$ cat config.mk
export PLATFORM = sky130hd
export DESIGN_NAME = branch_resolve
export DESIGN_NICKNAME = d
export VERILOG_FILES = /design/src/rtl/branch_resolve.sv
export SDC_FILE = /design/constraint.sdc
export NUM_CORES = 1
export LEC_CHECK = 0
export ABC_AREA = 1
export BUFFER_PORTS_ARGS = -buffer_cell sky130_fd_sc_hd__buf_2
export CAP_MARGIN = 5
export CORE_ASPECT_RATIO = 1.1
export CORE_UTILIZATION = 40
export CTS_CLUSTER_SIZE = 30
export DETAILED_ROUTE_END_ITERATION = 10
export MAX_ROUTING_LAYER = met4
export PLACE_DENSITY_LB_ADDON = 0.15
export RECOVER_POWER = 50
export REMOVE_ABC_BUFFERS = 1
export SLEW_MARGIN = 20
export SYNTH_ARGS = -nofsm -noshare
export SYNTH_HDL_FRONTEND = slang
export SYNTH_SLANG_ARGS = --single-unit
$ cat constraint.sdc
create_clock -name clk -period 3.7 [get_ports clk]
set_clock_uncertainty 0.2 [all_clocks]
set_input_delay 0.37 -clock clk [delete_from_list [all_inputs] [get_ports clk]]
set_output_delay 0.37 -clock clk [all_outputs]
set_load 0.005 [all_outputs]
$ cat src/rtl/branch_resolve.sv
// branch_resolve: resolves decode-stage branches/jumps into a registered PC redirect,
// a multi-cycle flush of younger instructions, and saturating branch statistics.
module branch_resolve #(
    parameter int FLUSH_CYCLES = 2,
    parameter int CNT_W        = 16
) (
    input  logic             clk,
    input  logic             rst,
    input  logic             InstValid,
    input  logic             Branch,
    input  logic             Jump,
    input  logic [2:0]       Funct3,
    input  logic [31:0]      Target,
    input  logic             BrLT,
    input  logic             BrEq,
    output logic             BrUn,
    output logic             PCSel,
    output logic [31:0]      RedirPC,
    output logic             Flush,
    output logic             IllegalBr,
    output logic [CNT_W-1:0] BranchCnt,
    output logic [CNT_W-1:0] TakenCnt
);
    typedef enum logic [1:0] {IDLE, REDIRECT, FLUSH} state_t;
    // FLUSH-state cycles still to go after the current one
    localparam logic [3:0] FC_INIT = (FLUSH_CYCLES > 1) ? 4'(FLUSH_CYCLES - 2) : 4'd0;
    state_t           r_state, w_next;
    logic [3:0]       r_fcnt;
    logic             r_pcsel, r_flush, r_illegal;
    logic [31:0]      r_redir;
    logic [CNT_W-1:0] r_bcnt, r_tcnt;
    logic             w_accept, w_legal, w_cond, w_cbr, w_take, w_pcsel_d, w_flush_d;
    assign BrUn      = Funct3[1];
    assign PCSel     = r_pcsel;
    assign Flush     = r_flush;
    assign IllegalBr = r_illegal;
    assign RedirPC   = r_redir;
    assign BranchCnt = r_bcnt;
    assign TakenCnt  = r_tcnt;
    assign w_accept = InstValid && (r_state == IDLE);
    assign w_legal  = Funct3[2:1] != 2'b01;
    // funct3[0] inverts the sense: BNE/BGE/BGEU are complements of BEQ/BLT/BLTU
    assign w_cond   = Funct3[2] ? (BrLT ^ Funct3[0]) : (BrEq ^ Funct3[0]);
    assign w_cbr    = w_accept && Branch && !Jump && w_legal;
    assign w_take   = w_accept && (Jump || (Branch && w_legal && w_cond));
    always_ff @(posedge clk) begin
        if (rst) begin
            r_state <= IDLE;
            r_fcnt  <= 4'd0;
        end else begin
            r_state <= w_next;
            r_fcnt  <= (r_state == REDIRECT) ? FC_INIT :
                       (r_state == FLUSH && r_fcnt != 4'd0) ? r_fcnt - 4'd1 : r_fcnt;
        end
    end
    always_comb begin
        w_next = r_state;
        case (r_state)
            IDLE:     w_next = w_take ? REDIRECT : IDLE;
            REDIRECT: w_next = (FLUSH_CYCLES > 1) ? FLUSH : IDLE;
            FLUSH:    w_next = (r_fcnt == 4'd0) ? IDLE : FLUSH;
            default:  w_next = IDLE;
        endcase
    end
    always_comb begin
        w_pcsel_d = w_next == REDIRECT;
        w_flush_d = w_next != IDLE;
    end
    always_ff @(posedge clk) begin
        if (rst) begin
            r_pcsel   <= 1'b0;
            r_flush   <= 1'b0;
            r_illegal <= 1'b0;
            r_redir   <= 32'd0;
            r_bcnt    <= '0;
            r_tcnt    <= '0;
        end else begin
            r_pcsel   <= w_pcsel_d;
            r_flush   <= w_flush_d;
            r_illegal <= w_accept && Branch && !Jump && !w_legal;
            r_redir   <= w_take ? (Target & 32'hFFFF_FFFE) : r_redir;
            r_bcnt    <= (w_cbr && r_bcnt != '1) ? r_bcnt + CNT_W'(1) : r_bcnt;
            r_tcnt    <= (w_cbr && w_cond && r_tcnt != '1) ? r_tcnt + CNT_W'(1) : r_tcnt;
        end
    end
endmodule
==> metrics.md, run 1 <==
| Metric | Value |
|---|---|
| Switching pwr | `0.423 mW` |
| Worst path cell trace | `inv_2 > nand2_2 > nor2_4 > nand3b_1 > nor2_1 > nand3_1 > a21oi_1` |
| N_diodes | `0` |
| Most common cell after layout, fill and taps aside | `nand2_1` |
| M1 WL | `4060 microns` |
| Synth top area share | `38.2%` |
| Chip width | `94.6 microns` |
| # nets final | `727` |
| Hold Buf Count CTS | `0` |
| Pre-CTS setup slack | `between 1.5 and 2 ns` |
| Clk_lat worst skew | `about 0.34 ns` |
| Final Hold Fails | `0` |
| Rel. slew slack | `59.5%` |
| Initial antenna violation count | `0` |
| Comb pwr share | `12.1%` |
| DIE AREA | `approximately 9800 sq um` |
| H-tree depth | `3` |
| Slowest CP cell | `nor2_1` |
| Grt ovf | `0` |
| Routed met2 length | `approximately 4300 microns` |
| Core area | `9010 sq um` |
| Post-route ant nets | `0` |
| DRC Markers | `0` |
| Power Dens Cells | `around 350 nW/um^2` |
| Final Cycle Share | `between 50 and 60%` |
| Worst EP required | `3.77 ns` |
| Clock sinks | `72` |
| # port buffers | `107` |
| CTS Buf Count | `9` |
| Fin Hold WS | `0.0800 ns` |
| Synth Cell Area | `3770 sq um` |
| GP Congestion | `0.846` |
| Initial Utilization | `41.9%` |
| Sequential Power Share | `52.2%` |
| Largest stage delay, worst path | `0.43 ns` |
| First-pass GRT wire length | `between 15000 and 20000 microns` |
| 1st-iter DRT viols | `117` |
| Syn-to-layout area delta | `18.9%` |
| Ratio of cells with drive above 1 in the final layout | `16.2%` |
| Routed WL per cell | `roughly 11 microns` |
| Yosys warns | `0` |
| #FFs+latches synth | `72` |
| Root buf cell | `clkbuf_8` |
| Net Sw Frac | `between 20% and 30%` |
| TritonRoute pass-1 iters | `4` |
| Largest net degree at the start of global routing | `64` |
| CP delay by family, top | `simple AND/OR/NAND/NOR gates` |
| Setup TNS | `0 ns` |
| Post-DP HPWL | `6390 microns` |
| F_max | `504 MHz` |
| Ranking of synthesized cells by area | `dfxtp_1 (38%), nand2_1 (16%), a21oi_1 (8.4%)` |
| GRT Resource Usage Total | `19.6%` |
| Die Span Y | `104 microns` |
| Crit end category | `register` |
| Setup Fix Bufs, Post-CTS | `0` |
| Routed length on met3 | `534 microns` |
| RSZ-0062 raised after global routing | `no` |
| Max-cap violations | `0` |
| Worst hold path type | `in -> reg` |
| DR vias/cell | `4.79` |
| Vias in the first global route | `3430` |
| Clk pwr share | `35.7%` |
| Crit Path Category | `reg -> reg` |
| Post-CTS sizing | `0` |
| Syn Inst Count | `583` |
| CP bufs+invs | `1` |
| Clock period minus final worst setup slack | `1.98 ns` |
| Via Count | `3830` |
| Maximum fanout count along the critical path | `18` |
| Per-instance average area after synthesis | `6.47 sq um` |
| CP Data Arrival Time | `slightly above 2 ns` |
| Final Max Slew Viols | `0` |
| Core Rows | `36` |
| Yosys top cell by area | `dfxtp_1` |
| Status | `completed` |
| Seq/Total Area, Yosys | `between 30% and 40%` |
| Final worst slack | `1.72 ns` |
| Crit path launch type | `register` |
| Int Power | `1.16 mW` |
| Slew @ Worst Pin | `just over 0.6 ns` |
| Total wire length | `between 8000 and 9000 microns` |
| Most frequent cells in the layout | `nand2_1 (158), nor2_1 (84), buf_2 (78), dfxtp_1 (72), inv_1 (70)` |
| CTS Buffer Depth | `2` |
| CTS tree | `done` |
| VDD IR max | `0.195 mV` |
| I/O pin cnt | `110` |
| Total power | `1.58 mW` |
| Synth unique cells | `30` |
| Top sig layer | `met4` |
| CTS clk-pin slew, worst paths | `0.08 ns` |
| Final setup fails | `0` |
| Static Leak | `2.11 nW` |
==> final cells by class <==
class	count	area (sq um)
well taps	114	143
inverters	72	270
clock buffers	12	155
fillers	986	4520
repair buffers	111	529
clock inverters	3	17.5
multi-input cells	415	1930
flip-flops and latches	72	1440
==> power by group through the flow <==
stage                     Clock (mW)  Combinational (mW)  Sequential [mW]
final                          0.565               0.191            0.824
after global routing           0.616               0.220            0.828
after CTS                      0.590               0.199            0.824
after detailed placement           0               0.199            0.841
after global placement             0               0.195            0.840
after floorplan                    0               0.107            0.844
==> final timing paths <==
path                            startpoint                  endpoint  slack [ns]  cells after the start
setup / recovery     r_state[1]$_SDFF_PP0_  TakenCnt[7]$_SDFFE_PP0P_        1.72                      7
hold / removal                   Funct3[2]      IllegalBr$_SDFF_PP0_        0.08                      2
setup reg to reg     r_state[1]$_SDFF_PP0_  TakenCnt[7]$_SDFFE_PP0P_        1.72                      7
hold reg to reg   RedirPC[27]$_SDFFE_PP0P_  RedirPC[27]$_SDFFE_PP0P_        0.28                      2
==> registers in the layout, indices dropped and copies added, names as in the netlist <==
name	count
RedirPC	31
BranchCnt	16
TakenCnt	16
r_fcnt	4
r_state	2
Flush	1
IllegalBr	1
PCSel	1
==> cells in the mapped netlist <==
| master | n |
|---|---|
| o21ai_4 | 1 |
| buf_2 | 4 |
| nand2_4 | 1 |
| nand3b_1 | 5 |
| buf_4 | 6 |
| inv_2 | 2 |
| xnor2_1 | 4 |
| and3_1 | 1 |
| nor2_8 | 1 |
| nand3_1 | 59 |
| nand2_2 | 5 |
| buf_1 | 6 |
| o21a_1 | 1 |
| nor2_1 | 84 |
| nor2_4 | 2 |
| clkbuf_1 | 7 |
| nand4_1 | 8 |
| nand3_2 | 3 |
| nand2_1 | 158 |
| ha_1 | 4 |
| buf_6 | 1 |
| nor4_1 | 1 |
| inv_1 | 70 |
| nor2_2 | 1 |
| xor2_1 | 6 |
| o21ai_0 | 5 |
| conb_1 | 1 |
| dfxtp_1 | 72 |
| nor3_1 | 1 |
| a21oi_1 | 63 |
==> cell families (layout without fill, tap and decap cells) <==
group | count (synthesis) | in the layout | share of synthesized area (%)
adder cells (fa/ha/maj) | 4 | 4 | 1.33
AO/OA/AOI/OAI | 70 | 70 | 9.65
other | 1 | 1 | 0.0994
AND/OR/NAND/NOR | 330 | 330 | 37.9
flip-flops | 72 | 72 | 38.2
XOR/XNOR | 10 | 10 | 2.32
buffers and inverters | 96 | 198 | 10.5
==> per-stage QoR <==
stage | std cells | utilization (%) | cell area, sq um
2_1_floorplan | 559 | - | 3650
3_3_place_gp | 784 | 48.3 | 4360
3_5_place_dp | 784 | 48.3 | 4360
4_1_cts | 799 | 50.3 | 4530
5_1_grt | 799 | 49.8 | 4490
6_report | 799 | 49.8 | 4490
==> per-layer routing <==
metal | vias up | GRT usage (%)
li1 | 2028 | -
met1 | 1691 | 23.6
met2 | 104 | 31.9
met3 | 7 | 4.09
met4 | 0 | 7.25
met5 | - | -
(Power assumes the default switching activity.)
==> inputs of run 2 (changes only) <==
Settings changed: ABC_AREA 1 to 0.
Clock period 3.7 ns to 1.65 ns, I/O delays scaled along.
==> run 2 against run 1 <==
The flow now finishes with violations (negative setup slack). Flip-flop and latch count is the same. Maximum frequency grew 2.3%. Utilization grew 19 points. Routed wire length grew 11%. Combinational power grew to 2.7 times the previous value. Largest cell class unchanged.
==> metrics.md, run 2 <==
| Metric | Value |
|---|---|
| Clk_lat worst skew | `0.36 ns (+0.02 ns)` |
| Crit Path Category | `reg -> reg` |
| Layout fillers | `627 (-36%)` |
| Synth Cell Area | `3180 sq um (-16%)` |
| Max-cap violations | `0 (unchanged)` |
| Synth top area share | `45.3% (+7.1 points)` |
| Die Span Y | `95.6 microns (-8.0%)` |
| Final Hold Fails | `0 (unchanged)` |
| Yosys top cell by area | `dfxtp_1` |
| Cell area after layout | `5220 sq um (+16%)` |
| Total power | `3.87 mW (+150%)` |
| Grt ovf | `0 (unchanged)` |
| Power Dens Cells | `742 nW/um^2 (+110%)` |
| I/O pin cnt | `110 (unchanged)` |
| Setup TNS | `-4.94 ns (-4.94 ns)` |
| Syn Inst Count | `383 (-34%)` |
| # port buffers | `107 (unchanged)` |
| DRC Markers | `0 (unchanged)` |
| Root buf cell | `clkbuf_8` |
| Total wire length | `9960 microns (+11%)` |
| Status | `finished with violations` |
| 1st-iter DRT viols | `159 (+36%)` |
| F_max | `516 MHz (+2.3%)` |
| Synth async-reset ratio | `0% (unchanged)` |
| Static Leak | `2.14 nW (+1.5%)` |
| Fin Hold WS | `0.0321 ns (-0.0479 ns)` |
| Initial antenna violation count | `0 (unchanged)` |
| Worst EP required | `1.70 ns (-2.07 ns)` |
| Ratio of cells with drive above 1 in the final layout | `39.0% (+23 points)` |
| GP Congestion | `0.808 (-4.5%)` |
| #FFs+latches synth | `72 (unchanged)` |
| Post-Place Cell Area | `4280 sq um (-1.8%)` |
| # nets final | `625 (-14%)` |
| RSZ-0062 raised after global routing | `yes` |
| Net Sw Frac | `25.1% (-1.6 points)` |
| Vias in the first global route | `3263 (-4.9%)` |
| Post-synth EDFFs | `0 (unchanged)` |
| Maximum fanout count along the critical path | `6 (-12)` |
| VDD IR max | `0.372 mV (+90%)` |
| Syn-to-layout area delta | `63.9%` |
| Switching pwr | `0.973 mW (+130%)` |
| Final setup fails | `32 (+32)` |
| Final worst slack | `-0.288 ns (-2.01 ns)` |
| CP Data Arrival Time | `1.98 ns (-0.08 ns)` |
| Clock sinks | `72 (unchanged)` |
| TritonRoute pass-1 iters | `5 (+1)` |
| Most frequent cells in the layout | `buf_2 (87), buf_4 (61), dfxtp_1 (60), nand3_1 (46)` |
| Clock period minus final worst setup slack | `1.94 ns (-0.0443 ns)` |
| Seq/Total Area, Yosys | `45.3% (+7.1 points)` |
| Core area | `7600 sq um (-16%)` |
| CTS tree | `done` |
| Initial Utilization | `41.9% (about the same)` |
| FF-to-FF path depth | `6 (-1)` |
| Synth unique cells | `40 (+33%)` |
| Count leader, synth | `dfxtp_1` |
| CTS Buffer Depth | `2 (unchanged)` |
| Comb pwr share | `13.4% (+1.3 points)` |
| DIE AREA | `8320 sq um (-15%)` |
| Clk pwr share | `39.8% (+4.1 points)` |
| Post-DP HPWL | `6080 microns (-4.8%)` |
| Post-Route Utilization | `68.7% (+19 points)` |
| Top FF cell, synth | `dfxtp_1` |
| Int Power | `2.90 mW (+150%)` |
| Chip width | `87.1 microns (-8.0%)` |
| Pre-CTS setup slack | `-0.340 ns (-2.00 ns)` |
| Crit end category | `register` |
| Worst hold path type | `in -> reg` |
| Post-route ant nets | `0 (unchanged)` |
| Ranking of synthesized cells by area | `dfxtp_1 (45%), nand3_1 (7.5%), a21oi_1 (6.0%)` |
| N_diodes | `0 (unchanged)` |
| Largest net degree at the start of global routing | `36 (-44%)` |
| Via Count | `3557 (-7.1%)` |
| First-pass GRT wire length | `14700 microns (-3.2%)` |
| Post-synth top cells | `dfxtp_1 (72), nand3_1 (48), a21oi_1 (38)` |
| DR vias/cell | `5.16 (+7.7%)` |
| DP Cell Count | `632 (-19%)` |
| Crit path launch type | `register` |
| GRT Resource Usage Total | `23.6% (+4.0 points)` |
| Sequential Power Share | `46.8% (-5.4 points)` |
| Post-route insts no fill | `689 (-14%)` |
| Core Rows | `33 (-8.3%)` |
| Routed WL per cell | `14.4 microns (+28%)` |
| CTS Buf Count | `9 (unchanged)` |
| Final Max Slew Viols | `0 (unchanged)` |
| CTS clk-pin slew, worst paths | `0.08 ns (about the same)` |
| Yosys warns | `0 (unchanged)` |
| Per-instance average area after synthesis | `8.31 sq um (+28%)` |
| Hold path depth | `3 (+1)` |
| Final Cycle Share | `117% (+64 points)` |
| Failing checks | `negative setup slack` |
| H-tree depth | `3 (unchanged)` |
| Max FFs per register | `31 (unchanged)` |
| Most common cell after layout, fill and taps aside | `buf_2` |
==> run 2: cell count changes in the layout (fill, tap and decap cells not counted), sizes merged, moves of 14 or more <==
cell         change
nand2          -150
nand3           -14
a21oi           -25
nor2            -53
xnor2           +17
buf             +75
inv             -62
nor4            +17
o21ai           +27
dlygate4sd3     +32
==> run 2: kinds of logic (layout without fill, tap and decap cells) <==
group,count (synthesis),count (layout),synth area share (%)
other,1,1,0.118
XOR/XNOR,27,27,7.43
flip-flops,72,72,45.3
AND/OR/NAND/NOR,158,158,26.3
adder cells (fa/ha/maj),4,4,1.57
buffers and inverters,36,237,4.52
multiplexers,2,2,0.629
AO/OA/AOI/OAI,83,83,14.2
==> run 2: worst paths after layout <==
kind	startpoint	end	slack (ns)
max	r_state[0]$_SDFF_PP0_	TakenCnt[5]$_SDFFE_PP0P_	-0.29
min	InstValid	IllegalBr$_SDFF_PP0_	0.03
max reg2reg	r_state[0]$_SDFF_PP0_	TakenCnt[5]$_SDFFE_PP0P_	-0.29
min reg2reg	RedirPC[17]$_SDFFE_PP0P_	RedirPC[17]$_SDFFE_PP0P_	0.28
==> run 2: layout make-up <==
type	count	area, sq um	share of cell area (%)
Clock buffer	10	128	2.45
Clock inverter	6	92.6	1.77
Inverter	9	33.8	0.647
Multi-Input combinational cell	275	1910	36.7
Sequential cell	72	1460	27.9
Tap cell	105	131	2.52
Timing Repair Buffer	212	1460	28.0
==> run 2: power by group through the flow <==
stage	combinational (mW)	clock [mW]	sequential, mW
2_1_floorplan	0.153	0	1.86
3_3_place_gp	0.403	0	1.85
3_5_place_dp	0.408	0	1.85
4_1_cts	0.482	1.59	1.81
5_1_grt	0.560	1.65	1.82
6_report	0.517	1.54	1.81
==> run 2: timing repair <==
action	in CTS	in global routing
hold buffers	32	0
endpoints found under the hold margin	38	0
resized for setup	43	27
cloned	0	1
setup endpoints to repair	31	43
pin swaps	13	19
buffers inserted	3	5
==> run 2: routing by layer <==
layer  wire length, microns  up-vias  GRT usage (%)
met5                      0        -              -
met4                    135        0           7.50
met3                    602       14           6.75
met2                   4860      135           40.8
met1                   4360     1641           26.3
li1                       -     1767              -
==> run 2: worst max-delay path, cell delays in order, from the launching register on <==
cell	delay [ns]
dfxtp_2	0.34
nor3b_4	0.22
nand3_2	0.11
or3_4	0.42
buf_4	0.17
o31ai_1	0.27
a21oi_2	0.09
==> inputs of run 3 (changes only) <==
Settings changed: PLACE_DENSITY from default to 0.7, PLACE_DENSITY_LB_ADDON 0.15 to default.
==> run 3 against run 2 <==
The run still ends with negative setup slack left. Utilization grew 4.3 points. Sequential share of layout area shrank 1.6 points. Die area is the same. First-iteration DRC count grew 6.3%. Critical path type unchanged. Largest cell class unchanged.
==> metrics.md, run 3 (synthesized netlist as in run 2, its figures left out) <==
| Metric | Value |
|---|---|
| Status | `finished with violations` |
| Failing checks | `negative setup slack` |
| 1st-iter DRT viols | `169 (+6.3%)` |
| Final Cycle Share | `120% (+2.9 points)` |
| DRC Markers | `0 (unchanged)` |
| Layout fillers | `534 (-15%)` |
| Initial antenna violation count | `0 (unchanged)` |
| Post-route insts no fill | `704 (+2.2%)` |
| Slowest CP cell | `or3_4` |
| DR vias/cell | `5.42 (+5.0%)` |
| Vias in the first global route | `3423 (+4.9%)` |
| Die Span Y | `95.6 microns (unchanged)` |
| Fin Hold WS | `0.117 ns (+0.0854 ns)` |
| DP Cell Count | `634 (+0.32%)` |
| VDD IR max | `0.428 mV (+15%)` |
| Total power | `3.85 mW (-0.54%)` |
| F_max | `504 MHz (-2.4%)` |
| Post-Route Utilization | `73.0% (+4.3 points)` |
| Crit Path Category | `reg -> reg` |
| # port buffers | `107 (unchanged)` |
| Syn-to-layout area delta | `74.1%` |
| Root buf cell | `clkbuf_8` |
| Initial Utilization | `41.9% (unchanged)` |
| CTS Buf Count | `9 (unchanged)` |
| Ratio of cells with drive above 1 in the final layout | `43.2% (+4.2 points)` |
| # nets final | `640 (+2.4%)` |
| H-tree depth | `3 (unchanged)` |
| Final setup fails | `32 (unchanged)` |
| Core area | `7600 sq um (unchanged)` |
| Largest stage delay, worst path | `0.42 ns (about the same)` |
| GRT Resource Usage Total | `25.0% (+1.4 points)` |
| CP delay by family, top | `simple AND/OR/NAND/NOR gates` |
| Grt ovf | `0 (unchanged)` |
| Busiest grt layer | `met2` |
| CTS tree | `done` |
| Crit path launch type | `register` |
| Most common cell after layout, fill and taps aside | `buf_2` |
| Final worst slack | `-0.336 ns (-0.0474 ns)` |
| Post-DP HPWL | `6410 microns (+5.4%)` |
| Clk_lat worst skew | `0.35 ns (about the same)` |
| Power Dens Cells | `694 nW/um^2 (-6.4%)` |
| Worst path cell trace | `nor3b_4 > nand3_4 > or3_4 > or4_1 > a21oi_1` |
| CP bufs+invs | `0 (-1)` |
| N_diodes | `0 (unchanged)` |
| Clock period minus final worst setup slack | `1.99 ns (+0.0474 ns)` |
| Total wire length | `11800 microns (+19%)` |
| Final Hold Fails | `0 (unchanged)` |
| Worst hold path type | `in -> reg` |
| DIE AREA | `8320 sq um (unchanged)` |
| M3 GR Usage | `4.85% (-1.9 points)` |
| Clock sinks | `72 (unchanged)` |
| Maximum fanout count along the critical path | `6 (unchanged)` |
| GRT met1 Usage | `28.0% (+1.8 points)` |
| Largest net degree at the start of global routing | `34 (-5.6%)` |
| Final Max Slew Viols | `0 (unchanged)` |
| Post-route ant nets | `0 (unchanged)` |
| Static Leak | `2.23 nW (+4.4%)` |
| Chip width | `87.1 microns (unchanged)` |
| Met2 usage | `42.8% (+2.0 points)` |
| I/O pin cnt | `110 (unchanged)` |
| Worst EP required | `1.72 ns (+0.02 ns)` |
| Pre-CTS setup slack | `-0.319 ns (+0.0210 ns)` |
| Routed WL per cell | `16.8 microns (+16%)` |
| Core Rows | `33 (unchanged)` |
| CP Data Arrival Time | `2.06 ns (+0.08 ns)` |
| CTS clk-pin slew, worst paths | `0.08 ns (about the same)` |
| Max FFs per register | `31 (unchanged)` |
| GP Congestion | `0.825 (+2.0%)` |
| TritonRoute pass-1 iters | `5 (unchanged)` |
| Max-cap violations | `0 (unchanged)` |
| Via Count | `3817 (+7.3%)` |
| First-pass GRT wire length | `15700 microns (+7.0%)` |
| RSZ-0062 raised after global routing | `yes` |
| CTS Buffer Depth | `2 (unchanged)` |
| Crit end category | `register` |
| Most frequent cells in the layout | `buf_2 (87), buf_4 (67), dfxtp_1 (59), nand3_1 (44)` |
-- run 3: cell types whose count changed in the layout (fill, tap and decap cells not counted), moves of 3 or more --
cell,before,now
nor3_4,2,5
nor4_2,9,4
a21oi_2,4,7
buf_6,3,8
nor3_1,7,4
buf_4,61,67
a21oi_1,34,31
nor4_4,9,14
-- run 3: worst paths after layout --
check | depth (start not counted) | from | end | slack [ns]
max | 5 | r_state[0]$_SDFF_PP0_ | TakenCnt[5]$_SDFFE_PP0P_ | -0.34
min | 4 | Jump | IllegalBr$_SDFF_PP0_ | 0.12
max reg2reg | 5 | r_state[0]$_SDFF_PP0_ | TakenCnt[5]$_SDFFE_PP0P_ | -0.34
min reg2reg | 2 | RedirPC[12]$_SDFFE_PP0P_ | RedirPC[12]$_SDFFE_PP0P_ | 0.28
-- run 3: through the flow --
stage | cell area [sq um] | setup TNS (ns)
2_1_floorplan | 3070 | -42.81
3_3_place_gp | 4280 | -7.75
3_5_place_dp | 4280 | -11.68
4_1_cts | 5060 | -4.10
5_1_grt | 5550 | -9.05
6_report | 5550 | -5.79
-- run 3: layout make-up --
class	count	area [sq um]	share of cell area [%]
timing repair buffer	227	1660	29.9
clock buffer	10	138	2.48
sequential	72	1460	26.3
clock inverter	6	66.3	1.20
tap	105	131	2.37
inverter	9	33.8	0.609
multi-input combinational	275	2060	37.2
-- run 3: where the power goes --
part           switching [mW]  leakage, nW  total [mW]  internal [mW]
clock network           0.714       0.0949        1.46          0.742
registers              0.0283        0.591        1.82           1.79
logic                   0.296         1.55       0.578          0.282
total                    1.04         2.23        3.85           2.81
-- run 3: timing repair --
action,CTS,global route
hold endpoints to repair,38,0
cloned,0,4
gates resized for setup,43,64
hold buffers,33,0
pin swaps,15,41
setup buffers,4,13
endpoints found under the setup margin,32,46
-- run 3: routing by layer --
layer | vias up | routed length [microns]
met5 | - | 0
met4 | 0 | 418
met3 | 42 | 668
met2 | 151 | 6020
met1 | 1831 | 4740
li1 | 1793 | -
-- run 3: worst reg2reg max path, delay by kind of cell (launching register included) --
family	cells	cell delay, ns
AND/OR/NAND/NOR	4	1.21
AO/OA/AOI/OAI	1	0.16
flip-flops	1	0.34
